## config.mk

```make
export PLATFORM = sky130hd
export DESIGN_NAME = uart_rx
export DESIGN_NICKNAME = d
export VERILOG_FILES = /design/src/rtl/uart_rx.sv
export SDC_FILE = /design/constraint.sdc
export NUM_CORES = 1
export LEC_CHECK = 0
export CORE_UTILIZATION = 55
export CTS_CLUSTER_SIZE = 14
export DETAILED_ROUTE_END_ITERATION = 12
export PLACE_DENSITY = 0.78
export SLEW_MARGIN = 20
export SYNTH_ARGS = -nofsm -noshare
export SYNTH_HDL_FRONTEND = slang
export SYNTH_SLANG_ARGS = --single-unit
export TNS_END_PERCENT = 20
```

## constraint.sdc

```tcl
create_clock -name clk -period 1.9 [get_ports clk]
set_input_delay 0.19 -clock clk [delete_from_list [all_inputs] [get_ports clk]]
set_output_delay 0.19 -clock clk [all_outputs]
set_load 0.1 [all_outputs]
```

## src/rtl/uart_rx.sv

```systemverilog
// UART receiver: 2-flop synchronised rx, 8N1 framing with optional parity, valid/ready output.
// Define UART_RX_MAJORITY_EN for 2-of-3 majority sampling around each bit centre.
module uart_rx #(
  parameter int OVERSAMPLE = 16,
  parameter int CNT_W      = 4
) (
  input  logic       clk,
  input  logic       ap_rstn,
  input  logic       rx,
  input  logic       pairty,
  output logic [7:0] data,
  output logic       ap_vaild,
  input  logic       ap_ready,
  output logic       parity_err,
  output logic       frame_err,
  output logic       overrun
);

  typedef enum logic [2:0] {IDLE, STAR, DATA, PARI, STOP, WAIT} state_t;

  localparam logic [CNT_W-1:0] LAST_CNT = CNT_W'(OVERSAMPLE - 1);

  state_t           state_q, state_d;
  logic             rx_meta_q, rx_s_q;
  logic [CNT_W-1:0] cnt_q, cnt_d;
  logic [2:0]       bit_q, bit_d;
  logic [7:0]       shift_q, shift_d;
  logic             par_en_q, par_en_d;
  logic             par_bad_q, par_bad_d;
  logic [7:0]       data_q, data_d;
  logic             valid_q, valid_d;
  logic             perr_q, perr_d;
  logic             ferr_q, ferr_d;
  logic             ovr_q, ovr_d;
  logic             sample_bit;

`ifdef UART_RX_MAJORITY_EN
  // Decision one count past the centre; after the start bit every later sample shifts by one too.
  localparam logic [CNT_W-1:0] START_CNT = CNT_W'(OVERSAMPLE / 2);
  logic [1:0] hist_q;

  always_ff @(posedge clk or negedge ap_rstn) begin
    if (!ap_rstn) begin
      hist_q <= 2'b11;
    end else begin
      hist_q <= {hist_q[0], rx_s_q};
    end
  end

  assign sample_bit = (hist_q[1] & hist_q[0]) | (hist_q[1] & rx_s_q) | (hist_q[0] & rx_s_q);
`else
  localparam logic [CNT_W-1:0] START_CNT = CNT_W'(OVERSAMPLE / 2 - 1);
  assign sample_bit = rx_s_q;
`endif

  always_comb begin
    state_d   = state_q;
    cnt_d     = cnt_q;
    bit_d     = bit_q;
    shift_d   = shift_q;
    par_en_d  = par_en_q;
    par_bad_d = par_bad_q;
    data_d    = data_q;
    valid_d   = valid_q;
    perr_d    = perr_q;
    ferr_d    = ferr_q;
    ovr_d     = ovr_q;

    if (valid_q && ap_ready) begin
      valid_d = 1'b0;
    end

    case (state_q)
      IDLE: begin
        if (!rx_s_q) begin
          state_d = STAR;
          cnt_d   = '0;
        end
      end
      STAR: begin
        cnt_d = cnt_q + 1'b1;
        if (cnt_q == START_CNT) begin
          if (sample_bit) begin
            state_d = IDLE;
          end else begin
            par_en_d = pairty;
            cnt_d    = '0;
            bit_d    = '0;
            state_d  = DATA;
          end
        end
      end
      DATA: begin
        cnt_d = cnt_q + 1'b1;
        if (cnt_q == LAST_CNT) begin
          cnt_d   = '0;
          shift_d = {sample_bit, shift_q[7:1]};
          bit_d   = bit_q + 1'b1;
          if (bit_q == 3'd7) begin
            state_d = par_en_q ? PARI : STOP;
          end
        end
      end
      PARI: begin
        cnt_d = cnt_q + 1'b1;
        if (cnt_q == LAST_CNT) begin
          cnt_d     = '0;
          par_bad_d = sample_bit ^ (^shift_q);
          state_d   = STOP;
        end
      end
      STOP: begin
        cnt_d = cnt_q + 1'b1;
        if (cnt_q == LAST_CNT) begin
          cnt_d   = '0;
          data_d  = shift_q;
          valid_d = 1'b1;
          perr_d  = par_en_q & par_bad_q;
          ferr_d  = ~sample_bit;
          // A completion coinciding with acceptance replaces the byte without overrun.
          if (valid_q && !ap_ready) begin
            ovr_d = 1'b1;
          end
          state_d = sample_bit ? IDLE : WAIT;
        end
      end
      WAIT: begin
        if (rx_s_q) begin
          state_d = IDLE;
        end
      end
      default: state_d = IDLE;
    endcase
  end

  always_ff @(posedge clk or negedge ap_rstn) begin
    if (!ap_rstn) begin
      rx_meta_q <= 1'b1;
      rx_s_q    <= 1'b1;
      state_q   <= IDLE;
      cnt_q     <= '0;
      bit_q     <= '0;
      shift_q   <= '0;
      par_en_q  <= 1'b0;
      par_bad_q <= 1'b0;
      data_q    <= 8'h00;
      valid_q   <= 1'b0;
      perr_q    <= 1'b0;
      ferr_q    <= 1'b0;
      ovr_q     <= 1'b0;
    end else begin
      rx_meta_q <= rx;
      rx_s_q    <= rx_meta_q;
      state_q   <= state_d;
      cnt_q     <= cnt_d;
      bit_q     <= bit_d;
      shift_q   <= shift_d;
      par_en_q  <= par_en_d;
      par_bad_q <= par_bad_d;
      data_q    <= data_d;
      valid_q   <= valid_d;
      perr_q    <= perr_d;
      ferr_q    <= ferr_d;
      ovr_q     <= ovr_d;
    end
  end

  assign data       = data_q;
  assign ap_vaild   = valid_q;
  assign parity_err = perr_q;
  assign frame_err  = ferr_q;
  assign overrun    = ovr_q;

endmodule

```

; ---- Word level (Yosys, flattened, before mapping)
; Index checks and enable logic that the tools add are counted.
[totals]
out_inout_bits = 12
elab_cells = 73
ff_bits = 34
[classes]
n_mux = 23
reduce_logical = 16
add_sub_neg = 2
n_bitwise = 3
n_eq_ne = 16
[ops]
columns = cell, n
row1 = 3-bit 2-to-1 mux, 12
row2 = 3-bit one-hot mux with 6 select lines, 1
row3 = 4-bit 2-to-1 mux, 4
row4 = "2-bit != test, second input constant", 8
row5 = 4-bit one-hot mux with 3 select lines, 1
row6 = "3-bit == test, second input constant", 3
row7 = 2-bit AND reduction, 4
row8 = 8-bit parity, 1
row9 = 7-bit AND reduction, 1
row10 = "3-bit by 2-bit == test with 1-bit output, second input constant", 2
row11 = 3-bit one-hot mux with 2 select lines, 1
row12 = 3-bit AND reduction, 2
row13 = "4-bit by 1-bit adder with 4-bit output, second input constant", 1
row14 = "4-bit by 3-bit == test with 1-bit output, second input constant", 1
row15 = "4-bit == test, second input constant", 1
row16 = 4-bit AND reduction, 1
row17 = "3-bit by 1-bit adder with 3-bit output, second input constant", 1
row18 = "3-bit by 1-bit == test with 1-bit output, second input constant", 1
row19 = 3-bit zero test, 1
row20 = 1-bit 2-to-1 mux, 3
row21 = 3-bit nonzero test, 1
row22 = 3-bit OR reduction, 1
row23 = 1-bit logical AND, 2
row24 = 2-bit 2-to-1 mux, 1
row25 = other kinds (5), 5

; ---- Longest topological paths before layout
[depth]
depth_word = 4
depth_mapped = 7
mapped_depth_nobuf = 5

; ---- Worst setup path before layout
; Ideal clock, no wire load.
[synth_timing]
kind = reg-to-reg
from = register cnt_q[0]
to = register state_q[2]
path_slack_ns = 0.224
path_buffers = 1
setup_ns = 0.122
path_stages_with_launch = 7
required_time_ns = 1.778
period_less_slack_ns = 1.676
t_arrival_ns = 1.554
cell_sequence = dfrtp_1 -> ha_1 -> buf_4 -> and3_2 -> a32oi_2 -> nand3_1 -> a32o_1
[synth_via]
elab_chain_len = 3
elab_cells_between_ends = 7
cone_classes = 6 x eq/ne / 1 x reduce/logical
[synth_rtl]
columns = item, line_no
row1 = "start, declared", 25  ; logic [CNT_W-1:0] cnt_q, cnt_d;
row2 = "start signal, assigned", 155  ; cnt_q <= cnt_d;
row3 = 4-bit == test / 4-bit by 3-bit == test with 1-bit output (equally long branches), -
row4 = 2-bit != test (no line), -
row5 = 7-bit AND reduction (no line) (*), -
row6 = "end signal, assigned", 154  ; state_q <= state_d;
row7 = "end, declared", 23  ; state_t state_q, state_d;
; Every way passes the cells marked *; elsewhere a longest branch is shown, timed or not.
; A chain may end at the register's enable or synchronous reset.

; ---- Worst setup path after layout
; Same ends and word-level chain as after synthesis.

==> results.md <==
- Core Region: 2830 sq um
- Starting Density: 0.593
- CTS buffer count: 5
- DRC errors left: 4
- Final hold violation count: 0
- Worst-path clk slew: about 0.1 ns
- Placement Cell Area: 1810 sq um
- Die Span X: between 50 and 60 um
- Post-synth top flop: dfrtp_1
- Largest net degree at the start of global routing: 35
- Max-cap violations: 0
- Leakage power: 0.989 nW
- Place WS: 0.100 ns
- CP max stage delay: 0.41 ns
- DR vias/cell: 5.78
- CP max-delay cell: dfrtp_1
- GP Congestion: 0.814
- Critical path, cell by cell: ha_2, and3_2, a32oi_2, nand3_1, a32o_1
- Tot Pwr: 0.00162 W
- Syn-to-layout area delta: 13.1%
- CTS sink cnt: 34
- Cell family with most CP delay: compound AO/OA/AOI/OAI gates
- Final min period: 1.72 ns
- Port Buf Inserts: 16
- Max FO, Critical Path: 9
- Yosys cell types: 44
- Post-Synthesis Cell Area: 1680 sq um
- Part of the power in the clock network: 0.331
- Setup slack after layout: 0.178 ns
- Final Slew Violations: 0
- Crit path DAT: 1.93 ns
- DRT antenna net count: 0
- # diodes: 0
- Wire per inst: 13.9 um
- Period utilisation layout: 0.907
- DPL Wire Length: 1990 um
- CP bufs+invs: 0
- Worst VDD drop: roughly 570 uV
- GRT Util Overall: 0.193
- Post-synth EDFFs: 0
- I/O Pins: 17
- PD cells: 853 nW/um^2
- Max clock buf depth: 2
- Worst Max-Slew Pin Slew: between 0.4 and 0.5 ns
- Async SR Flop Fraction: 1.00
- Net Sw Frac: 0.265
- Vias in the first global route: 1059
- Net Count, Synth: between 150 and 200
- Clk_lat worst skew: about 0.32 ns
- CTS tree: built
- Post-layout util: 0.670
- Setup CP Type: flip-flop to flip-flop
- Sequential share of power: 0.510
- Comb pwr share: 0.159
- Failing checks: design-rule violations
- Post-CTS Setup Bufs: 0
- First-pass GRT wire length: 4790 um
- Register area share after synthesis: 0.509
- Synth Warn #: 0
- Outcome: finished with violations
- WP data required: 2.11 ns
- Cell area after layout: 1900 sq um
- Overflow after GRT: 0
- Die area: roughly 3300 sq um
- Layout cells sized above 1: 0.274
- Drt initial violations: 28
- Syn Inst Count: 149
- Flop and latch count out of synthesis: 34
- Syn avg cell area: 11.3 sq um
- Max-slew headroom: 0.729
- Final wirelength: 2770 um
- DR vias: 1150
- Psw: 0.000428 W
- Nets: 176
- Timing-limited maximum frequency: ~580 MHz
- CTS Root Cell: clkbuf_4
- RSZ-0062 raised after global routing: no
- CP endpoint kind: flip-flop
- DIE HEIGHT: 57.2 um
- Setup violations, final: 0
- DRT Pass-1 Iters: 8
- Antenna violations before repair: 0
- Crit start category: flip-flop
- Setup TNS: 0 ns
- CTS HTree Levels: 2
- P_int: approximately 0.0012 W
- Worst Hold Class: primary input to asynchronous set/reset pin
- Row cnt: 19
- Worst Skew: between 0.008 and 0.009 ns
[power by group through the flow]
| stage | logic (W) | registers [W] | clock network, W |
|---|---|---|---|
| floorplan | 0.000237 | 0.000797 | 0 |
| global placement | 0.000241 | 0.000835 | 0 |
| detailed placement | 0.000253 | 0.000838 | 0 |
| CTS | 0.000256 | 0.000824 | 0.000548 |
| global route | 0.000292 | 0.000833 | 0.000583 |
| finish | 0.000258 | 0.000825 | 0.000534 |
[layer usage]
metal | vias up | track usage | part of all wire
li1 | 568 | - | -
met1 | 552 | 0.283 | 0.49
met2 | 26 | 0.279 | 0.45
met3 | 4 | 0.0476 | 0.047
met4 | 0 | 0.0732 | 0.010
met5 | - | 0 | 0
[Yosys cell counts (2+ instances only)]
library cell | number | area, sq um
dfrtp_1 | 32 | 801
nand2_1 | 28 | 105
a22o_1 | 4 | 35.0
buf_6 | 3 | 33.8
o21ai_0 | 3 | 15.0
buf_2 | 3 | 15.0
nand2b_1 | 2 | 12.5
nor2b_1 | 2 | 12.5
inv_1 | 6 | 22.5
mux2_2 | 12 | 135
ha_1 | 3 | 37.5
dfstp_2 | 2 | 52.6
xnor2_1 | 5 | 43.8
a21oi_1 | 7 | 35.0
nor2_1 | 3 | 11.3
nand3_1 | 4 | 20.0
a211oi_1 | 2 | 15.0
a31oi_1 | 2 | 12.5
[cell type report]
class	count	area (sq um)
fillers	221	933
clock inverters	1	30.0
clock buffers	6	51.3
multi-input cells	102	747
well taps	31	38.8
repair buffers	19	153
inverters	6	22.5
flip-flops and latches	34	853
[per-stage QoR]
step,cells,hold WS (ns)
after floorplan,149,-0.106
after global placement,192,0.346
after detailed placement,192,0.351
after CTS,199,0.259
after global routing,199,0.256
final,199,0.251
[what timing repair did]
item	4_1_cts	5_1_grt
setup endpoints to repair	0	2
gates resized for setup	0	1
hold buffers	0	0
[state kept, by name, indices dropped and copies added (netlist names)]
name	cells
par_en_q	1
overrun	1
bit_q	3
rx_meta_q	1
rx_s_q	1
data	8
shift_q	8
cnt_q	4
state_q	3
frame_err	1
ap_vaild	1
par_bad_q	1
parity_err	1
[cells by family after synthesis]
kind of cell / Yosys count / synth area share
and+or+nand+nor: 51 / 0.165
DFF: 34 / 0.509
AOI/OAI and AO/OA: 29 / 0.131
buffers and inverters: 13 / 0.0470
muxes: 12 / 0.0806
xor gates and xnor gates: 7 / 0.0448
adders and majority gates: 3 / 0.0224
[path summary, 6_finish.rpt]
kind                                start    endpoint  slack, ns  depth (start not counted)
worst max-delay path             cnt_q[0]  state_q[2]       0.18                          5
worst min-delay path              ap_rstn    cnt_q[3]       0.25                          2
worst max register to register   cnt_q[0]  state_q[2]       0.18                          5
worst min register to register  rx_meta_q      rx_s_q       0.36                          0
max in group asynchronous         ap_rstn      rx_s_q       1.32                          2
min in group clk                       rx   rx_meta_q       0.27                          1
[cell usage in the layout, fill, tap and decap left out, drive strengths merged, types with 2 or more instances in the layout]
master | Yosys | final
nand2 | 28 | 28
nor2b | 2 | 2
inv | 6 | 6
nand3 | 4 | 4
a21oi | 7 | 7
a211oi | 2 | 2
ha | 3 | 3
a31oi | 2 | 2
clkdlybuf4s50 | 0 | 4
clkbuf | 0 | 6
nor3 | 2 | 2
xnor2 | 5 | 5
nor2 | 3 | 3
buf | 7 | 15
dfrtp | 32 | 32
mux2 | 12 | 12
a22o | 4 | 4
nand2b | 2 | 2
and3 | 3 | 3
o21ai | 3 | 3
dfstp | 2 | 2
a32oi | 2 | 2
a31o | 2 | 2
Power figures use the tool's default switching activity.
